[src/rtl/gem_link_pkg.sv]
// Shared definitions for the GEM trigger link framer.
//
// Holds the 8b/10b K-character frame markers, the idle word, the number of
// transmit words per bunch crossing, and small helpers used by the framer
// core (marker selection) and by the top level (bitwise 2-of-3 vote).
package gem_link_pkg;

  localparam logic [7:0]  K_IDLE      = 8'hBC;  // K28.5
  localparam logic [7:0]  K_BC0       = 8'h1C;  // K28.0
  localparam logic [7:0]  K_RESYNC    = 8'h3C;  // K28.1
  localparam logic [7:0]  K_OVF       = 8'hFC;  // K28.7
  localparam logic [15:0] IDLE_WORD   = 16'h00BC;
  localparam int          FRAME_WORDS = 4;

  typedef logic [$clog2(FRAME_WORDS)-1:0] frame_t;

  // Per-BX control flags, in marker priority order (MSB wins).
  typedef struct packed {
    logic resync;
    logic bc0;
    logic overflow;
  } bx_flags_t;

  // One transmit word with its charisk bits (bit n flags byte n).
  typedef struct packed {
    logic [15:0] data;
    logic [1:0]  isk;
  } tx_word_t;

  localparam tx_word_t IDLE_TX = '{data: IDLE_WORD, isk: 2'b01};

  // Frame marker for the first word of a BX. TTC flags are only honoured
  // when the link is allowed to carry them; overflow is always reported.
  function automatic logic [7:0] frame_marker(input bx_flags_t flags,
                                              input logic      allow_ttc);
    if (allow_ttc && flags.resync)  return K_RESYNC;
    else if (allow_ttc && flags.bc0) return K_BC0;
    else if (flags.overflow)         return K_OVF;
    else                             return K_IDLE;
  endfunction

  // Bitwise majority of three copies of a transmit word.
  function automatic tx_word_t vote3(input tx_word_t a,
                                     input tx_word_t b,
                                     input tx_word_t c);
    return (a & b) | (a & c) | (b & c);
  endfunction

endpackage

[src/rtl/gem_trig_link_framer_core.sv]
// Single (non-redundant) copy of the GEM trigger link framer.
//
// Splits one BX of cluster data into four 16-bit words per link; the first
// word carries a K-character frame marker in its low byte. Frame phase is
// optionally realigned to the 40 MHz BX counter LSBs.
//
// Ports:
//   clk_160          160 MHz transmit user clock
//   reset_n          synchronous active-low reset
//   gem_data         [55:0] link A slice, [111:56] link B slice
//   overflow_i       more than 8 clusters in this BX
//   bxn_counter_lsbs BX counter bits [1:0]
//   bc0_i, resync_i  TTC flags for this BX
//   ready            transceiver ready; 0 forces idle output
//   tx_a, tx_b       registered transmit word + charisk for links A and B
module gem_trig_link_framer_core
  import gem_link_pkg::*;
#(
  parameter int ALLOW_TTC_CHARS = 1,
  parameter int FRAME_CTRL_TTC  = 1
) (
  input  logic         clk_160,
  input  logic         reset_n,
  input  logic [111:0] gem_data,
  input  logic         overflow_i,
  input  logic [1:0]   bxn_counter_lsbs,
  input  logic         bc0_i,
  input  logic         resync_i,
  input  logic         ready,
  output tx_word_t     tx_a,
  output tx_word_t     tx_b
);

  frame_t       fc;
  frame_t       fe;
  logic [1:0]   lsbs_q;
  logic         bx_strobe;
  logic [111:0] hold_data;
  bx_flags_t    hold_flags;
  logic         active;
  logic         emit;

  logic [111:0] d;
  bx_flags_t    flags;
  logic [7:0]   k_char;
  tx_word_t     word_a;
  tx_word_t     word_b;

  // Output registers kept as separate variables so each copy can be
  // observed or disturbed individually.
  logic [15:0]  data_a_q;
  logic [1:0]   isk_a_q;
  logic [15:0]  data_b_q;
  logic [1:0]   isk_b_q;

  // A change of the BX counter LSBs marks the start of a new BX.
  assign bx_strobe = (bxn_counter_lsbs != lsbs_q);
  assign fe        = ((FRAME_CTRL_TTC != 0) && bx_strobe) ? '0 : fc;

  // Frame 0 uses the live inputs; later frames use what was captured then.
  assign d      = (fe == '0) ? gem_data : hold_data;
  assign flags  = (fe == '0) ? bx_flags_t'{resync: resync_i, bc0: bc0_i, overflow: overflow_i}
                             : hold_flags;
  assign k_char = frame_marker(flags, ALLOW_TTC_CHARS != 0);

  // After ready rises, stay idle until the next frame-0 word so the link
  // never starts in the middle of a BX.
  assign emit = ready && (active || fe == '0);

  // NOTE: every variable assigned in always_comb gets a default first, so no
  // path can leave it unassigned and infer a latch.
  always_comb begin
    word_a = IDLE_TX;
    word_b = IDLE_TX;
    case (fe)
      2'd0: begin
        word_a = '{data: {d[7:0],  k_char}, isk: 2'b01};
        word_b = '{data: {d[63:56], k_char}, isk: 2'b01};
      end
      2'd1: begin
        word_a = '{data: d[23:8],   isk: 2'b00};
        word_b = '{data: d[79:64],  isk: 2'b00};
      end
      2'd2: begin
        word_a = '{data: d[39:24],  isk: 2'b00};
        word_b = '{data: d[95:80],  isk: 2'b00};
      end
      2'd3: begin
        word_a = '{data: d[55:40],  isk: 2'b00};
        word_b = '{data: d[111:96], isk: 2'b00};
      end
      default: ;
    endcase
  end

  // NOTE: sequential state uses non-blocking assignments so every register
  // samples pre-edge values regardless of statement order.
  always_ff @(posedge clk_160) begin
    if (!reset_n) begin
      fc         <= '0;
      lsbs_q     <= '0;
      // NOTE: the BX hold registers are reset too, so a BX aborted by reset
      // cannot leak stale payload into the words after release.
      hold_data  <= '0;
      hold_flags <= '0;
      active     <= 1'b0;
      data_a_q   <= IDLE_WORD;
      isk_a_q    <= 2'b01;
      data_b_q   <= IDLE_WORD;
      isk_b_q    <= 2'b01;
    end else begin
      lsbs_q <= bxn_counter_lsbs;
      fc     <= fe + frame_t'(1);
      active <= emit;
      if (fe == '0) begin
        hold_data  <= gem_data;
        hold_flags <= '{resync: resync_i, bc0: bc0_i, overflow: overflow_i};
      end
      if (emit) begin
        data_a_q <= word_a.data;
        isk_a_q  <= word_a.isk;
        data_b_q <= word_b.data;
        isk_b_q  <= word_b.isk;
      end else begin
        data_a_q <= IDLE_WORD;
        isk_a_q  <= 2'b01;
        data_b_q <= IDLE_WORD;
        isk_b_q  <= 2'b01;
      end
    end
  end

  assign tx_a = '{data: data_a_q, isk: isk_a_q};
  assign tx_b = '{data: data_b_q, isk: isk_b_q};

endmodule

[src/rtl/gem_trig_link_framer.sv]
// GEM trigger link framer, top level.
//
// Instantiates one framer core, or three cores with a bitwise 2-of-3 vote on
// every output bit so a single upset register in one copy is masked.
//
// Ports:
//   clk_160          160 MHz transmit user clock
//   reset_n          synchronous active-low reset
//   gem_data         [55:0] link A, [111:56] link B, held for one BX
//   overflow_i       more than 8 clusters in this BX
//   bxn_counter_lsbs BX counter bits [1:0]
//   bc0_i, resync_i  TTC flags for this BX
//   ready            transceiver ready; 0 forces idle output
//   trg_tx_data_a/b  transmit words for links A and B
//   trg_tx_isk_a/b   charisk for links A and B
module gem_trig_link_framer
  import gem_link_pkg::*;
#(
  parameter int ALLOW_TTC_CHARS = 1,
  parameter int FRAME_CTRL_TTC  = 1,
  parameter int ENABLE_TMR      = 1
) (
  input  logic         clk_160,
  input  logic         reset_n,
  input  logic [111:0] gem_data,
  input  logic         overflow_i,
  input  logic [1:0]   bxn_counter_lsbs,
  input  logic         bc0_i,
  input  logic         resync_i,
  input  logic         ready,
  output logic [15:0]  trg_tx_data_a,
  output logic [1:0]   trg_tx_isk_a,
  output logic [15:0]  trg_tx_data_b,
  output logic [1:0]   trg_tx_isk_b
);

  tx_word_t tx_a;
  tx_word_t tx_b;

  if (ENABLE_TMR != 0) begin : g_tmr
    tx_word_t a0, a1, a2;
    tx_word_t b0, b1, b2;

    gem_trig_link_framer_core #(
      .ALLOW_TTC_CHARS(ALLOW_TTC_CHARS), .FRAME_CTRL_TTC(FRAME_CTRL_TTC)
    ) u_core0 (
      .clk_160(clk_160), .reset_n(reset_n), .gem_data(gem_data),
      .overflow_i(overflow_i), .bxn_counter_lsbs(bxn_counter_lsbs),
      .bc0_i(bc0_i), .resync_i(resync_i), .ready(ready),
      .tx_a(a0), .tx_b(b0)
    );

    gem_trig_link_framer_core #(
      .ALLOW_TTC_CHARS(ALLOW_TTC_CHARS), .FRAME_CTRL_TTC(FRAME_CTRL_TTC)
    ) u_core1 (
      .clk_160(clk_160), .reset_n(reset_n), .gem_data(gem_data),
      .overflow_i(overflow_i), .bxn_counter_lsbs(bxn_counter_lsbs),
      .bc0_i(bc0_i), .resync_i(resync_i), .ready(ready),
      .tx_a(a1), .tx_b(b1)
    );

    gem_trig_link_framer_core #(
      .ALLOW_TTC_CHARS(ALLOW_TTC_CHARS), .FRAME_CTRL_TTC(FRAME_CTRL_TTC)
    ) u_core2 (
      .clk_160(clk_160), .reset_n(reset_n), .gem_data(gem_data),
      .overflow_i(overflow_i), .bxn_counter_lsbs(bxn_counter_lsbs),
      .bc0_i(bc0_i), .resync_i(resync_i), .ready(ready),
      .tx_a(a2), .tx_b(b2)
    );

    assign tx_a = vote3(a0, a1, a2);
    assign tx_b = vote3(b0, b1, b2);
  end else begin : g_single
    gem_trig_link_framer_core #(
      .ALLOW_TTC_CHARS(ALLOW_TTC_CHARS), .FRAME_CTRL_TTC(FRAME_CTRL_TTC)
    ) u_core (
      .clk_160(clk_160), .reset_n(reset_n), .gem_data(gem_data),
      .overflow_i(overflow_i), .bxn_counter_lsbs(bxn_counter_lsbs),
      .bc0_i(bc0_i), .resync_i(resync_i), .ready(ready),
      .tx_a(tx_a), .tx_b(tx_b)
    );
  end

  assign trg_tx_data_a = tx_a.data;
  assign trg_tx_isk_a  = tx_a.isk;
  assign trg_tx_data_b = tx_b.data;
  assign trg_tx_isk_b  = tx_b.isk;

endmodule

[config.mk]
export PLATFORM = sky130hd
export DESIGN_NAME = gem_trig_link_framer
export DESIGN_NICKNAME = d
export VERILOG_FILES = /design/src/rtl/gem_link_pkg.sv /design/src/rtl/gem_trig_link_framer_core.sv /design/src/rtl/gem_trig_link_framer.sv
export SDC_FILE = /design/constraint.sdc
export NUM_CORES = 1
export LEC_CHECK = 0
export ABC_AREA = 1
export CORE_UTILIZATION = 42
export CTS_BUF_LIST = sky130_fd_sc_hd__clkbuf_8
export DETAILED_ROUTE_END_ITERATION = 8
export PLACE_DENSITY = 0.73
export SYNTH_ARGS = -nofsm -noshare
export SYNTH_HDL_FRONTEND = slang
export SYNTH_SLANG_ARGS = --single-unit
[constraint.sdc]
create_clock -name clk_160 -period 4 [get_ports clk_160]
set_input_delay 0.4 -clock clk_160 [delete_from_list [all_inputs] [get_ports clk_160]]
set_output_delay 0.4 -clock clk_160 [all_outputs]
set_load 0.005 [all_outputs]
==> results.json, run 1 <==
{
  "final.setup.tns_ns": 0,
  "setup_viol": 0,
  "crit_path_frequent_cell": "nand2_1",
  "rsz0062_at_grt": "false",
  "vias": 17000,
  "cp_top_family": "buffers and inverters",
  "drive_gt1_frac": 0.0488,
  "cts_tree": "done",
  "ctsHtreeMaxLevel": 3,
  "drt.antenna.violating_nets": 0,
  "p_sw_mw": 2.58,
  "grt-ovfl-total": 0,
  "critPathArrivalTime_ns": 3.31,
  "synth_edf_count": 0,
  "initial_core_util": 0.429,
  "pin_count": 156,
  "slowest_delay_ns": 0.55,
  "row_count": 75,
  "cts_made_buffers": 66,
  "wirelength_um": 52200,
  "final.period_utilization": 0.711,
  "drc_errors": 0,
  "die_y_um": 210,
  "start_kind": "flip-flop",
  "synth-seq-cells": 403,
  "hp-class": "in -> reg",
  "final-seq-area_um2": 8070,
  "grt_pass1_vias": 16300,
  "power_density_nw_per_um2": 433,
  "num-fill-cells": 4191,
  "track_usage": 0.236,
  "core_area_um2": 42300,
  "required_ns": 4.46,
  "slowest_stage": "ha_4",
  "insertion_delay_ns": 0.60,
  "finalNonFillerCells": 3467,
  "multi_input_area_um2": 7770,
  "dpl.hpwl_um": 33700,
  "clkSinkCount": 403,
  "globalplace.congestion": 0.828,
  "syn_area_um2": 18200,
  "die_w_um": 210,
  "power_frac_comb": 0.142,
  "port_buffers": 153,
  "whs_ns": 0.399,
  "grt_first_pass_wirelength_um": 83000,
  "grt_max_degree": 126,
  "wl_per_cell_um": 15.1,
  "seqPwrFrac": 0.479,
  "status": "completed",
  "pwr-share-clk": 0.379,
  "swShare": 0.281,
  "synthFlopType": "dfxtp_1",
  "holdBufCountCts": 0,
  "place_inst": 3352,
  "placed_area_um2": 19900,
  "clockBufferDepth": 3,
  "min_period_ns": 2.85,
  "post_cts_buffers": 0,
  "crit_chain": "xnor2_1 -> nand2_1 -> nor2_1 -> inv_1 -> ha_4 -> inv_4 -> nand3_4 -> clkinv_2 -> nand2_1 -> nand2_1",
  "root_buffer": "clkbuf_8",
  "path_buf_inv": 3,
  "drv_slew": 0,
  "power.internal_mw": 6.58,
  "yosysSeqAreaShare": 0.444,
  "syn_to_final_growth_pct": 16.4,
  "ys_warn_count": 0,
  "drtPass1Iterations": 6,
  "worstSetupPathType": "reg -> reg",
  "slew-limit-headroom": 0.271,
  "finalHoldViolations": 0,
  "clk_pin_slew_ns": 0.06,
  "nets": 2976,
  "synthArstFlopShare": 0,
  "ctsResizeCount": 0,
  "diodes": 0,
  "fin_skew_ns": 0.0251,
  "ir_worst_vdd_uv": 204,
  "critical_path.endpoint_type": "flip-flop",
  "avgSynthCellArea_um2": 6.60,
  "routed_via_density": 4.89,
  "p_leak_nw": 10.6,
  "tightestPinTransition_ns": 1.09,
  "cp_max_fo": 50,
  "power_mw": 9.16,
  "cap_violations": 0,
  "drt_iter0_drc": 1516,
  "synth_cells": 2753,
  "antenna_found_initial": 0,
  "fin_area_um2": 21200,
  "die_area_um2": 44100,
  "synth_cell_types": 28,
  "clock.fmax_ghz": 0.351
}
==> sequential cells by signal, indices dropped and copies added (netlist names), 2 cells and up <==
signal,count
g_tmr.u_core2.fc,2
g_tmr.u_core0.data_b_q,16
g_tmr.u_core0.hold_data,96
g_tmr.u_core0.fc,2
g_tmr.u_core2.data_a_q,16
g_tmr.u_core2.data_b_q,16
g_tmr.u_core2.hold_data,96
g_tmr.u_core0.data_a_q,16
g_tmr.u_core1.data_b_q,16
g_tmr.u_core1.fc,2
g_tmr.u_core1.hold_flags,2
g_tmr.u_core0.hold_flags,2
g_tmr.u_core1.lsbs_q,2
g_tmr.u_core1.hold_data,96
g_tmr.u_core1.data_a_q,16
==> layout by cell type (no fill, tap or decap) <==
cell type and n:
clkinvlp_4 4, nor3_1 2, buf_12 6, inv_8 1, a21oi_1 34, o21ai_1 39, nor2_2 1, ha_1 2
nand3_4 2, nand2_1 968, or2_2 2, nor2_1 301, o21ai_0 19, clkdlybuf4s50_1 153, ha_4 3, clkbuf_8 81
o211ai_1 1, dfxtp_1 403, inv_6 2, nand2_4 2, inv_1 419, nor2_8 1, nand3_1 368, ha_2 8
maj3_1 33, clkinv_2 5, buf_4 19, or2_1 3, xnor2_1 2, conb_1 2, inv_4 4
==> worst paths after layout <==
path / from / cells after the start / end / slack (ns)
min reg2reg: g_tmr.u_core0.hold_data[64] / 2 / g_tmr.u_core0.hold_data[64] / 0.47
min: bxn_counter_lsbs[0] / 3 / g_tmr.u_core1.lsbs_q[0] / 0.40
max: g_tmr.u_core1.lsbs_q[0] / 10 / g_tmr.u_core2.data_a_q[10] / 1.15
max reg2reg: g_tmr.u_core1.lsbs_q[0] / 10 / g_tmr.u_core2.data_a_q[10] / 1.15
==> metal layers <==
metal | routed length [um] | GRT usage
met3 | 3660 | 0.0411
met1 | 23200 | 0.306
met4 | 1720 | 0.0997
met2 | 23600 | 0.387
met5 | 0 | 0
==> cells in the mapped netlist (2+ instances only) <==
| library cell | n | area [um2] |
|---|---|---|
| nand2_4 | 2 | 22.5 |
| nand3_4 | 2 | 35.0 |
| buf_1 | 3 | 11.3 |
| inv_2 | 2 | 7.51 |
| nand2_1 | 968 | 3630 |
| ha_1 | 13 | 163 |
| buf_4 | 25 | 188 |
| buf_2 | 79 | 395 |
| nand3_1 | 368 | 1840 |
| dfxtp_1 | 403 | 8070 |
| o21ai_1 | 39 | 195 |
| xnor2_1 | 2 | 17.5 |
| or2_2 | 2 | 12.5 |
| inv_4 | 3 | 18.8 |
| or2_1 | 3 | 18.8 |
| a21oi_1 | 34 | 170 |
| clkinv_2 | 3 | 15.0 |
| clkbuf_1 | 37 | 139 |
| buf_6 | 13 | 146 |
| nor3_1 | 2 | 10.0 |
| nor2_1 | 301 | 1130 |
| o21ai_0 | 19 | 95.1 |
| inv_1 | 393 | 1480 |
| maj3_1 | 33 | 330 |
==> power by group through the flow <==
stage                     registers [mW]  clock network, mW  logic (mW)
after floorplan                     4.45                  0       0.915
after global placement              4.46                  0        1.24
after detailed placement            4.47                  0        1.28
after CTS                           4.38               3.52        1.29
after global routing                4.41               3.72        1.47
final                               4.38               3.47        1.30
==> cells by family after synthesis <==
group / count (synthesis) / share of synthesized area
compound gates: 93 / 0.0257
simple gates: 1650 / 0.370
other cells: 1 / 0.000206
fa+ha+maj: 46 / 0.0271
flops: 403 / 0.444
xor+xnor: 2 / 0.000964
buf+inv: 558 / 0.132
==> cell type report <==
class | instances | area share
Sequential cell | 403 | 0.381
Tap cell | 577 | 0.0341
Inverter | 401 | 0.0722
Multi-Input combinational cell | 1793 | 0.367
Clock buffer | 81 | 0.0527
Clock inverter | 34 | 0.00733
Timing Repair Buffer | 178 | 0.0848
==> worst reg2reg max path, stage by stage (launching register included) <==
cell	delay (ns)
dfxtp_1	0.31
xnor2_1	0.11
nand2_1	0.18
nor2_1	0.13
inv_1	0.15
ha_4	0.56
inv_4	0.28
nand3_4	0.22
clkinv_2	0.47
nand2_1	0.26
nand2_1	0.08
==> stage by stage <==
step | setup slack [ns] | util
detailed placement | 0.605 | 0.470
global placement | 0.709 | 0.470
floorplan | 1.95 | -
CTS | 1.17 | 0.500
finish | 1.15 | 0.500
global route | 0.890 | 0.500
Power figures use the tool's default switching activity.
==> run 2, diff against run 1 <==
==> constraint.sdc (replaced) <==
create_clock -name clk_160 -period 2.9 [get_ports clk_160]
set_input_delay 0.29 -clock clk_160 [delete_from_list [all_inputs] [get_ports clk_160]]
set_output_delay 0.29 -clock clk_160 [all_outputs]
set_load 0.005 [all_outputs]
==> run 2 against run 1 <==
Compared with the run above:
- die area is the same
- first-iteration DRC count shrank 10%
- worst hold slack lost 0.12 ns
- power grew 40%
- non-clock buffer count grew 24
- routed wire length grew 0.18%
- clock power grew 41%
==> results.json, run 2 (synthesis results as in run 1) <==
{
  "status": "completed",
  "clockBufferDepth": 3,
  "die_area_um2": 44100,
  "seqPwrFrac": 0.473,
  "syn_to_final_growth_pct": 18.9,
  "antenna_found_initial": 0,
  "cts_made_buffers": 67,
  "r2r_end": "g_tmr.u_core1.data_b_q[6]",
  "critical_path.endpoint_type": "flip-flop",
  "slowest_stage": "dfxtp_1",
  "swShare": 0.277,
  "die_y_um": 210,
  "drc_errors": 0,
  "grt_first_pass_wirelength_um": 83900,
  "start_kind": "flip-flop",
  "min_path_cells": 3,
  "crit_path_frequent_cell": "nand2_1",
  "clkSinkCount": 403,
  "clk_pin_slew_ns": 0.06,
  "pin_count": 156,
  "vias": 17300,
  "ir_worst_vdd_uv": 332,
  "setup_viol": 0,
  "clock.fmax_ghz": 0.439,
  "cts_tree": "done",
  "required_ns": 3.41,
  "p_leak_nw": 10.8,
  "power_frac_comb": 0.144,
  "post_cts_buffers": 0,
  "ctsHtreeMaxLevel": 3,
  "holdPathEnd": "g_tmr.u_core1.lsbs_q[0]",
  "root_buffer": "clkbuf_8",
  "layout_common_cells": "nand2_1, inv_1, dfxtp_1, nand3_1, nor2_1",
  "drive_gt1_frac": 0.0590,
  "core_area_um2": 42300,
  "dpl.hpwl_um": 35200,
  "min_from": "bxn_counter_lsbs[0]",
  "p_sw_mw": 3.54,
  "pre_cts_ws_ns": 0.192,
  "critPathArrivalTime_ns": 2.79,
  "grt_pass1_vias": 16600,
  "initial_core_util": 0.429,
  "slew-limit-headroom": 0.397,
  "worst_r2r_path_depth": 11,
  "die_w_um": 210,
  "r2r_slack_ns": 0.62,
  "reg.largest.list": "g_tmr.u_core0.hold_data: 96 flops, g_tmr.u_core1.hold_data: 96 flops, g_tmr.u_core2.hold_data: 96 flops",
  "num-fill-cells": 4109,
  "power.internal_mw": 9.25,
  "fin_ws_ns": 0.624,
  "wl_per_cell_um": 15.0,
  "r2r_start": "g_tmr.u_core1.lsbs_q[0]",
  "ctsResizeCount": 0,
  "power_mw": 12.8,
  "fin_skew_ns": 0.0259,
  "grt_max_degree": 90,
  "nets": 3001,
  "insertion_delay_ns": 0.59,
  "tightestPinTransition_ns": 0.905,
  "power_density_nw_per_um2": 592,
  "drtPass1Iterations": 6,
  "final.setup.tns_ns": 0,
  "drt.antenna.violating_nets": 0,
  "min_period_ns": 2.28,
  "diodes": 0,
  "track_usage": 0.239,
  "port_buffers": 153,
  "crit_chain": "xnor2_1 -> nand2_1 -> nor2_1 -> inv_1 -> ha_4 -> inv_4 -> buf_12 -> nand2_1 -> o21ai_1 -> nand3_1 -> nand2_1",
  "wirelength_um": 52300,
  "crit_start": "g_tmr.u_core1.lsbs_q[0]",
  "fin_area_um2": 21600,
  "worstSetupPathType": "reg -> reg",
  "grt-ovfl-total": 0,
  "rsz0062_at_grt": "false",
  "row_count": 75,
  "drv_slew": 0,
  "hp-class": "in -> reg",
  "cp_max_fo": 32,
  "slowest_delay_ns": 0.31,
  "cap_violations": 0,
  "routed_via_density": 4.95,
  "finalHoldViolations": 0,
  "placed_area_um2": 20300,
  "globalplace.congestion": 0.853,
  "final.period_utilization": 0.785,
  "final_common_cell": "nand2_1",
  "drt_iter0_drc": 1357,
  "pwr-share-clk": 0.383,
  "holdBufCountCts": 0
}
## run 2: critical path, delay by kind of cell (launching register included)
| family | cells | cell delay [ns] |
|---|---|---|
| XOR/XNOR | 1 | 0.14 |
| AO/OA/AOI/OAI | 1 | 0.11 |
| AND/OR/NAND/NOR | 5 | 0.96 |
| buffers and inverters | 3 | 0.47 |
| flip-flops | 1 | 0.31 |
| adder cells (fa/ha/maj) | 1 | 0.21 |
## run 2: metal layers
metal  share of wire  routed length (um)  track usage  up-vias
met5               0                   0            0        -
met4           0.030                1590        0.102        0
met3           0.076                3990       0.0426      105
li1                -                   -            -     8535
met2            0.46               24200        0.396      649
met1            0.43               22600        0.305     7997
## run 2: worst max path at each step
stage	endpoint	slack, ns	cells past startpoint
floorplan	g_tmr.u_core2.data_a_q[5]	0.94	14
global placement	g_tmr.u_core1.data_a_q[6]	0.25	12
detailed placement	g_tmr.u_core0.data_b_q[8]	0.19	13
CTS	g_tmr.u_core0.data_b_q[8]	0.65	12
global route	g_tmr.u_core0.data_b_q[15]	0.40	12
finish	g_tmr.u_core1.data_b_q[6]	0.62	11
## run 2: power groups by stage
| stage | registers (mW) | logic (mW) | clock network, mW |
|---|---|---|---|
| floorplan | 6.14 | 1.26 | 0 |
| global placement | 6.15 | 1.76 | 0 |
| detailed placement | 6.17 | 1.82 | 0 |
| CTS | 6.05 | 1.84 | 4.98 |
| global route | 6.08 | 2.09 | 5.25 |
| finish | 6.05 | 1.85 | 4.90 |
## run 2: stage by stage
step,hold WS (ns),cells,utilization
after CTS,0.257,3491,0.510
after floorplan,0.383,2754,-
after global placement,0.456,3376,0.479
final,0.283,3491,0.510
after global routing,0.274,3491,0.510
after detailed placement,0.462,3376,0.479
## run 2: cell type report
| class | instances | area (um2) | area share |
|---|---|---|---|
| Tap cell | 577 | 722 | 0.0334 |
| Multi-Input combinational cell | 1793 | 7770 | 0.360 |
| Timing Repair Buffer | 202 | 2200 | 0.102 |
| Inverter | 401 | 1530 | 0.0707 |
| Sequential cell | 403 | 8070 | 0.373 |
| Clock buffer | 82 | 1130 | 0.0522 |
| Clock inverter | 33 | 185 | 0.00857 |
